## src/rtl/pc_ctrl_pkg.sv

```systemverilog
// Shared types and constants for the instruction-fetch controller.
package pc_ctrl_pkg;

  localparam int XLEN = 32;
  localparam logic [XLEN-1:0] DEFAULT_RESET_PC = 32'h0000_0000;

  typedef enum logic [1:0] {
    ST_IDLE  = 2'd0,
    ST_FETCH = 2'd1,
    ST_FLUSH = 2'd2
  } fetch_state_t;

  typedef struct packed {
    logic [XLEN-1:0] inst;
    logic [XLEN-1:0] pc;
  } fifo_entry_t;

  // Branch immediates are in halfwords; JALR targets drop bit 0.
  function automatic logic [XLEN-1:0] redirect_target(
    input logic            br_taken,
    input logic [XLEN-1:0] br_pc,
    input logic [XLEN-1:0] br_imm,
    input logic [XLEN-1:0] jalr_tgt
  );
    if (br_taken) begin
      return br_pc + {br_imm[XLEN-2:0], 1'b0};
    end
    return {jalr_tgt[XLEN-1:1], 1'b0};
  endfunction

endpackage

```

## src/rtl/pc_inst_fifo.sv

```systemverilog
// Two-entry {inst, pc} buffer between memory return and the decode stage.
module pc_inst_fifo
  import pc_ctrl_pkg::*;
(
  input  logic        clk,
  input  logic        rst_n,
  input  logic        push,
  input  logic        pop,
  input  logic        flush,
  input  fifo_entry_t wdata,
  output logic [1:0]  count,
  output fifo_entry_t head
);

  fifo_entry_t mem_q [2];
  fifo_entry_t mem_d [2];
  logic        rd_ptr_q, rd_ptr_d;
  logic        wr_ptr_q, wr_ptr_d;
  logic [1:0]  count_q, count_d;
  logic        do_push, do_pop;

  always_comb begin
    mem_d    = mem_q;
    rd_ptr_d = rd_ptr_q;
    wr_ptr_d = wr_ptr_q;
    count_d  = count_q;
    do_push  = push && ((count_q != 2'd2) || pop);
    do_pop   = pop && (count_q != 2'd0);
    if (flush) begin
      rd_ptr_d = 1'b0;
      wr_ptr_d = 1'b0;
      count_d  = 2'd0;
    end else begin
      if (do_push) begin
        mem_d[wr_ptr_q] = wdata;
        wr_ptr_d        = ~wr_ptr_q;
      end
      if (do_pop) begin
        rd_ptr_d = ~rd_ptr_q;
      end
      count_d = count_q + {1'b0, do_push} - {1'b0, do_pop};
    end
  end

  always_ff @(posedge clk or negedge rst_n) begin
    if (!rst_n) begin
      for (int i = 0; i < 2; i++) begin
        mem_q[i] <= '0;
      end
      rd_ptr_q <= 1'b0;
      wr_ptr_q <= 1'b0;
      count_q  <= 2'd0;
    end else begin
      mem_q    <= mem_d;
      rd_ptr_q <= rd_ptr_d;
      wr_ptr_q <= wr_ptr_d;
      count_q  <= count_d;
    end
  end

  assign count = count_q;
  assign head  = mem_q[rd_ptr_q];

endmodule

```

## src/rtl/pc_fetch_ctrl.sv

```systemverilog
// Instruction fetch sequencer: one outstanding request, 2-deep return buffer.
// state | meaning
// IDLE  | no request; waiting for buffer space
// FETCH | request at req_addr outstanding, data will be kept
// FLUSH | request outstanding but redirected; its data is dropped
module pc_fetch_ctrl
  import pc_ctrl_pkg::*;
#(
  parameter logic [XLEN-1:0] RESET_PC = DEFAULT_RESET_PC
) (
  input  logic            clk,
  input  logic            rst_n,
  input  logic            I_ready,
  input  logic [XLEN-1:0] I_rdata,
  output logic            I_ren,
  output logic [XLEN-1:0] I_addr,
  input  logic            Br_taken,
  input  logic [XLEN-1:0] Br_pc,
  input  logic [XLEN-1:0] Br_imm,
  input  logic            Jalr_en,
  input  logic [XLEN-1:0] Jalr_tgt,
  input  logic            Stall,
  output logic            Inst_valid,
  output logic [XLEN-1:0] Inst,
  output logic [XLEN-1:0] Inst_pc
);

  fetch_state_t    state_q, state_d;
  logic [XLEN-1:0] pc_q, pc_d;
  logic [XLEN-1:0] req_addr_q, req_addr_d;
  logic [1:0]      fifo_count;
  fifo_entry_t     fifo_head;
  fifo_entry_t     fifo_wdata;
  logic            redirect;
  logic [XLEN-1:0] target;
  logic            push, pop, space;
  logic [2:0]      occ_next;

  assign redirect   = Br_taken | Jalr_en;
  assign target     = redirect_target(Br_taken, Br_pc, Br_imm, Jalr_tgt);
  assign Inst_valid = (fifo_count != 2'd0);
  assign pop        = Inst_valid & ~Stall;
  assign push       = (state_q == ST_FETCH) & I_ready & ~redirect;
  // Issue only if the data of a new request is guaranteed a slot.
  assign occ_next   = {1'b0, fifo_count} + {2'b00, push} - {2'b00, pop};
  assign space      = (occ_next <= 3'd1);
  assign fifo_wdata = '{inst: I_rdata, pc: req_addr_q};

  always_comb begin
    state_d    = state_q;
    pc_d       = pc_q;
    req_addr_d = req_addr_q;
    if (redirect) begin
      pc_d = target;
      if ((state_q == ST_IDLE) || I_ready) begin
        req_addr_d = target;
        state_d    = ST_FETCH;
      end else begin
        state_d = ST_FLUSH;
      end
    end else begin
      case (state_q)
        ST_IDLE: begin
          if (space) begin
            req_addr_d = pc_q;
            state_d    = ST_FETCH;
          end
        end
        ST_FETCH: begin
          if (I_ready) begin
            pc_d = req_addr_q + 32'd4;
            if (space) begin
              req_addr_d = req_addr_q + 32'd4;
            end else begin
              state_d = ST_IDLE;
            end
          end
        end
        ST_FLUSH: begin
          if (I_ready) begin
            req_addr_d = pc_q;
            state_d    = ST_FETCH;
          end
        end
        default: state_d = ST_IDLE;
      endcase
    end
  end

  always_ff @(posedge clk or negedge rst_n) begin
    if (!rst_n) begin
      state_q    <= ST_IDLE;
      pc_q       <= RESET_PC;
      req_addr_q <= RESET_PC;
    end else begin
      state_q    <= state_d;
      pc_q       <= pc_d;
      req_addr_q <= req_addr_d;
    end
  end

  pc_inst_fifo u_fifo (
    .clk   (clk),
    .rst_n (rst_n),
    .push  (push),
    .pop   (pop),
    .flush (redirect),
    .wdata (fifo_wdata),
    .count (fifo_count),
    .head  (fifo_head)
  );

  assign I_ren   = (state_q == ST_FETCH) || (state_q == ST_FLUSH);
  assign I_addr  = req_addr_q;
  assign Inst    = fifo_head.inst;
  assign Inst_pc = fifo_head.pc;

endmodule

```

## config.mk

```make
export PLATFORM = sky130hd
export DESIGN_NAME = pc_fetch_ctrl
export DESIGN_NICKNAME = d
export VERILOG_FILES = /design/src/rtl/pc_ctrl_pkg.sv /design/src/rtl/pc_inst_fifo.sv /design/src/rtl/pc_fetch_ctrl.sv
export SDC_FILE = /design/constraint.sdc
export NUM_CORES = 1
export LEC_CHECK = 0
export CAP_MARGIN = 20
export CORE_UTILIZATION = 44
export CTS_CLUSTER_DIAMETER = 40
export DETAILED_ROUTE_END_ITERATION = 7
export MAX_ROUTING_LAYER = met4
export PLACE_DENSITY_LB_ADDON = 0.12
export SETUP_SLACK_MARGIN = 0.5
export SYNTH_ARGS = -nofsm -noshare
export SYNTH_HDL_FRONTEND = slang
export SYNTH_SLANG_ARGS = --single-unit
export TNS_END_PERCENT = 5
```

## constraint.sdc

```tcl
create_clock -name clk -period 5.9 [get_ports clk]
set_input_delay 1.18 -clock clk [delete_from_list [all_inputs] [get_ports clk]]
set_output_delay 1.18 -clock clk [all_outputs]
set_load 0.03 [all_outputs]
```

# Yosys cells after proc, flatten, opt, wreduce, memory -nomap -nowiden
# Cells that the tools add are included.
dict set report word_totals {
  input_bits 134
  out_inout_bits 98
  ff_bits 198
  wordCells 87
}
dict set report classes {
  n_mux 31
  reduce_logical 17
  add_sub_neg 6
  magnitude_cmp 4
  bitwise 10
  eq_ne 9
}
# op count
set op_table {}
lappend op_table {{2-to-1 mux 32 bit} 11}
lappend op_table {{2-to-1 mux 64 bit} 4}
lappend op_table {{bitwise mux 128 bit} 1}
lappend op_table {{case mux 32 bit (3 select lines)} 1}
lappend op_table {{demux 64 bit (select 1 bit)} 1}
lappend op_table {{adder 32 x 3 -> 32 bit (second input constant)} 1}
lappend op_table {{adder 32 bit} 1}
lappend op_table {{!= test 3 bit (second input constant)} 5}
lappend op_table {{2-to-1 mux 2 bit} 7}
lappend op_table {{nonzero test 2 bit} 5}
lappend op_table {{case mux 2 bit (3 select lines)} 1}
lappend op_table {{AND reduction 6 bit} 1}
lappend op_table {{2-to-1 mux 1 bit} 5}
lappend op_table {{>= comparator 2 bit (second input constant)} 2}
lappend op_table {{NOT 1 bit} 4}
lappend op_table {{NOT 1 -> 2 bit} 2}
lappend op_table {{AND reduction 2 bit} 2}
lappend op_table {{AND reduction 4 bit} 1}
lappend op_table {{nonzero test 4 bit} 1}
lappend op_table {{adder 2 x 1 -> 3 bit} 1}
lappend op_table {{AND 1 bit} 3}
lappend op_table {{<= comparator 3 x 1 -> 1 bit (second input constant)} 1}
lappend op_table {{logical AND 1 bit} 3}
lappend op_table {{logical OR 1 bit} 3}
lappend op_table {{10 further kinds} 10}

# Longest topological paths before layout
dict set report depth {
  ltp_word 10
  ltp_mapped 15
  mapped_depth_nobuf 15
}

# Cells and area by module
# Synthesis repeated with hierarchy kept, for this count alone.
dict set report unflattened {
  hier_cells 1145
  hier_area_um2 12022.8
}
# mod seq_area_each_um2 area_per_inst_um2 instances cells_each
set by_module_without_submodules {}
lappend by_module_without_submodules {pc_fetch_ctrl 1651.6 6053.3 1 782}
lappend by_module_without_submodules {pc_inst_fifo 3303.2 5969.5 1 363}

# Least setup slack after synthesis
# Ideal clock, no wire load.
dict set report synth_path {
  path_kind {input to register}
  startpoint {input Stall}
  endpoint {register req_addr_q[16] (netlist: I_addr[16])}
  t_required_ns 5.778
  path_buffers 1
  setup_time_ns 0.122
  stages 13
  setup_slack_ns 1.892
  t_arrival_ns 3.887
  path_cell_list {nor2b_1 > ha_1 > inv_1 > ha_1 > inv_1 > fa_1 > xnor2_1 > a21oi_1 > o41a_1 > nor2_1 > clkbuf_1 > o21ai_0 > a32o_1}
}
dict set report synth_via {
  elab_chain_cells 6
  word_cells_on_any_way 7
  classes_between {add/sub (1); order compare (1); eq/ne (2); bitwise (2); reduce/logical (1)}
}
# item line_no
set synth_lines {}
lappend synth_lines {{start: declaration} pc_fetch_ctrl.sv:22} ;# input logic Stall,
lappend synth_lines {{NOT 1 bit *} pc_fetch_ctrl.sv:42} ;# assign pop = Inst_valid & ~Stall;
lappend synth_lines {{AND 1 bit *} pc_fetch_ctrl.sv:42}
lappend synth_lines {{subtractor 3 x 1 -> 3 bit *} pc_fetch_ctrl.sv:45} ;# assign occ_next = {1'b0, fifo_count} + {2'b00, push} - {2'b00, pop};
lappend synth_lines {{<= comparator 3 x 1 -> 1 bit *} pc_fetch_ctrl.sv:46} ;# assign space = (occ_next <= 3'd1);
lappend synth_lines {{!= test 3 bit (no source line)} -}
lappend synth_lines {{AND reduction 6 bit (no source line) *} -}
lappend synth_lines {{end signal: assignment} pc_fetch_ctrl.sv:98} ;# req_addr_q <= req_addr_d;
lappend synth_lines {{end: declaration} pc_fetch_ctrl.sv:30} ;# logic [XLEN-1:0] req_addr_q, req_addr_d;
# Mark *: on every way between the ends. The rest lies on a longest branch, timed or not.
# A chain may end at the register's enable or synchronous reset.

# Worst setup path in the final report
dict set report layout_path {
  startpoint {input I_ready}
  endpoint {register req_addr_q[11] (netlist: I_addr[11])}
}
dict set report layout_via {
  elab_chain_cells 7
  word_cells_on_any_way 12
  classes_between {add/sub (2); order compare (1); eq/ne (5); bitwise (2); reduce/logical (2)}
}
# item line_no
set layout_lines {}
lappend layout_lines {{start: declaration} pc_fetch_ctrl.sv:13} ;# input logic I_ready,
lappend layout_lines {{AND 1 bit (2 in a row)} pc_fetch_ctrl.sv:43} ;# assign push = (state_q == ST_FETCH) & I_ready & ~redirect;
lappend layout_lines {{adder 2 x 1 -> 3 bit} pc_fetch_ctrl.sv:45}
lappend layout_lines {{subtractor 3 x 1 -> 3 bit} pc_fetch_ctrl.sv:45}
lappend layout_lines {{<= comparator 3 x 1 -> 1 bit} pc_fetch_ctrl.sv:46}
lappend layout_lines {{!= test 3 bit (no source line)} -}
lappend layout_lines {{AND reduction 6 bit (no source line) *} -}
# Marks and branches as above.

==> flow_summary.ini <==
[sta]
whs_ns = 0.4803
fin_crit_ns = 4.574
worst_clock_skew_ns = 0.01778
fin_crit_sh = 0.7753
setup_violations = 0
fmax_ghz = 0.2186
setup_tns_ns = 0
hold_viol_final = 0
rsz0062_at_grt = no
worstMarginPinSlew_ns = 0.9675
drv_slew = 0
slew_headroom = 0.3550

[placement]
dp.cells = 1652
gp_congestion = 0.8613
placed_cell_area_um2 = 14310
dp_hpwl_um = 22350
io_buffers = 229

[worst_hold_path]
hold_path_depth = 2
worst_hold_path_type = reg2reg
hold_path.startpoint = u_fifo.mem_q[26]
min_to = u_fifo.mem_q[26]

[synthesis]
yosys_warnings = 0
synth_nets = 1319
synth_ff_type = dfrtp_1
ys_types = 73
syn_inst = 1145
ys_seq_elements = 198
syn-cell-area_um2 = 11750
synth-async-reset-ratio = 1.000
ys_seq_area_frac = 0.4216
avgSynthCellArea_um2 = 10.26
synth_edf_count = 0

[drt]
routed_wl_um = 31300
vias = 9548
wl_per_cell_um = 18.57
drt-pass1-iter-count = 8
avgViaCountPerCell = 5.666
ant_nets = 0
drt-initial-drc-count = 692
drcViolationCount = 64

[grt]
grt_pass1_vias = 9155
grt_pass1_wl_um = 49150
grt_max_degree = 103
grt_use_total = 0.2381
grt_overflow = 0
antenna_found_initial = 0

[finish]
syn2layout_area_growth_pct = 26.76
final_common_cell = clkdlybuf4s50_1
num-nets-final = 1510
mostFrequentLayoutCells = 227 x clkdlybuf4s50_1, 197 x dfrtp_1, 195 x mux2_2
drive_above_1_share = 0.1957
finalInstanceArea_um2 = 14900
instances_no_fill = 1685

[floorplan]
coreArea_um2 = 26130
die_area_um2 = 27370
initial_core_util = 0.4497
die_y_um = 165.4
ios = 232
core.rowCount = 59
die_w_um = 165.4

[clock_network]
clk_path_buf_depth = 2
numCtsBuffers = 17
post_cts_buffers = 0
cts_sinks = 198
clk_pin_slew_ns = 0.08
cts_tree = built
ctsResizeCount = 0
cts_hold_buf = 0
h-tree-depth = 4
clkLatencyLatePin_ns = 0.44
ctsRootBufferMaster = clkbuf_16

[critical_path]
r2r_cells = 15
critical_path.cell_chain = clkdlybuf4s50_1, nand2_1, nor3_1, buf_4, ha_1, inv_1, fa_1, xnor2_1, a21oi_1, o41a_1, nor2_4, buf_4, buf_4, nor2_1, a41oi_1
crit_top_cell = buf_4
slowest_stage = clkdlybuf4s50_1
worstReg2RegEnd = I_addr[11]
critical_path.endpoint_type = flip-flop
rrSetupSlack_ns = 1.95
r2r_start = u_fifo.count[1]
worst-path-max-fanout = 28
crit_required_ns = 6.25
critPathArrivalTime_ns = 4.92
path_class = in2reg
startpoint_type = input port
cpPeakStageDelay_ns = 0.63

[pwr]
peakVddDrop_v = 0.0002345
power_density_nw_per_um2 = 415.4
leakage_nw = 6.290

[flow_run]
drv_cap = 0

[outcome]
outcome = finished with violations
violations = design-rule violations
[through the flow]
step	setup slack [ns]	power, mW	utilization
finish	1.326	6.189	0.5701
global route	1.113	6.536	0.5700
CTS	1.381	6.237	0.5700
detailed placement	0.9549	5.055	0.5474
global placement	0.9939	4.999	0.5474
floorplan	1.892	3.937	-
[power by group]
group	total [mW]	internal (mW)	switching [mW]
logic	2.80	1.32	1.48
registers	2.22	1.80	0.417
clock network	1.17	0.580	0.587
total	6.19	3.70	2.49
[worst max path at each step]
stage	from	endpoint	slack, ns	cells past startpoint
after detailed placement	I_ready	I_addr[11]	0.95	15
after global placement	I_ready	I_addr[11]	0.99	15
final	I_ready	I_addr[11]	1.33	15
after CTS	I_ready	I_addr[11]	1.38	15
after floorplan	Stall	I_addr[16]	1.89	13
after global routing	I_ready	I_addr[11]	1.11	15
[cell type report]
| cell class | count | area (um2) |
|---|---|---|
| multi-input cells | 847 | 6385 |
| diodes | 1 | 2.502 |
| flip-flops and latches | 198 | 4956 |
| clock inverters | 14 | 151.4 |
| fillers | 2307 | 11230 |
| well taps | 335 | 419.2 |
| repair buffers | 247 | 2451 |
| clock buffers | 18 | 439.2 |
| inverters | 25 | 93.84 |
[flip-flops by register name, indices dropped and copies added (netlist names)]
| signal | count |
|---|---|
| I_addr | 32 |
| u_fifo.mem_q | 128 |
| u_fifo.count | 2 |
| pc_q | 32 |
| state_q | 2 |
| u_fifo.wr_ptr_q | 1 |
| u_fifo.rd_ptr_q | 1 |
[synthesized netlist by cell type (3+ instances only)]
cell / instances / share of area
nand2_1: 73 / 0.023
a222oi_1: 7 / 0.0060
ha_1: 38 / 0.040
nand2b_1: 5 / 0.0027
o211ai_1: 5 / 0.0032
and4_1: 5 / 0.0037
or3_1: 3 / 0.0016
inv_1: 25 / 0.0080
o21a_1: 7 / 0.0045
buf_6: 5 / 0.0048
xor2_1: 18 / 0.013
a22oi_1: 16 / 0.010
nor2_1: 108 / 0.034
buf_2: 16 / 0.0068
a21o_1: 13 / 0.0083
o31ai_1: 3 / 0.0019
and2_1: 4 / 0.0021
a211oi_1: 10 / 0.0064
a211o_1: 3 / 0.0022
nor3_1: 14 / 0.0060
dfrtp_1: 198 / 0.42
a21oi_1: 81 / 0.034
a22o_1: 5 / 0.0037
and3_1: 9 / 0.0048
a31oi_1: 20 / 0.011
o21bai_1: 10 / 0.0064
mux2_2: 195 / 0.19
a221oi_1: 12 / 0.0089
buf_1: 6 / 0.0019
nand3_1: 25 / 0.011
o21ai_1: 3 / 0.0013
xnor2_1: 35 / 0.026
clkbuf_1: 46 / 0.015
nand4_1: 14 / 0.0075
nor2b_1: 8 / 0.0043
o21ai_0: 44 / 0.019
a41oi_1: 6 / 0.0045
[worst max-delay path: cells and delay by family]
kind | cells | cell delay (ns)
buffers and inverters | 5 | 1.46
AOI/OAI and AO/OA | 3 | 0.83
and+or+nand+nor | 4 | 0.69
adders and majority gates | 2 | 0.51
xor gates and xnor gates | 1 | 0.23
[kinds of logic (layout without fill, tap and decap cells)]
kind of cell             count (synthesis)  in the layout  share of synthesized area
adder cells (fa/ha/maj)                 40             40                    0.04386
buffers and inverters                  100            304                    0.03747
multiplexers                           197            197                     0.1885
other                                    0              1                          0
flip-flops                             198            198                     0.4216
AND/OR/NAND/NOR                        285            285                     0.1160
AO/OA/AOI/OAI                          272            272                     0.1530
XOR/XNOR                                53             53                    0.03950
[layer usage]
metal	routed length, um	GRT usage
met5	0	-
met4	584	0.07397
met3	2026	0.03546
met2	14510	0.3690
met1	14180	0.3215
Power figures use the tool's default switching activity.
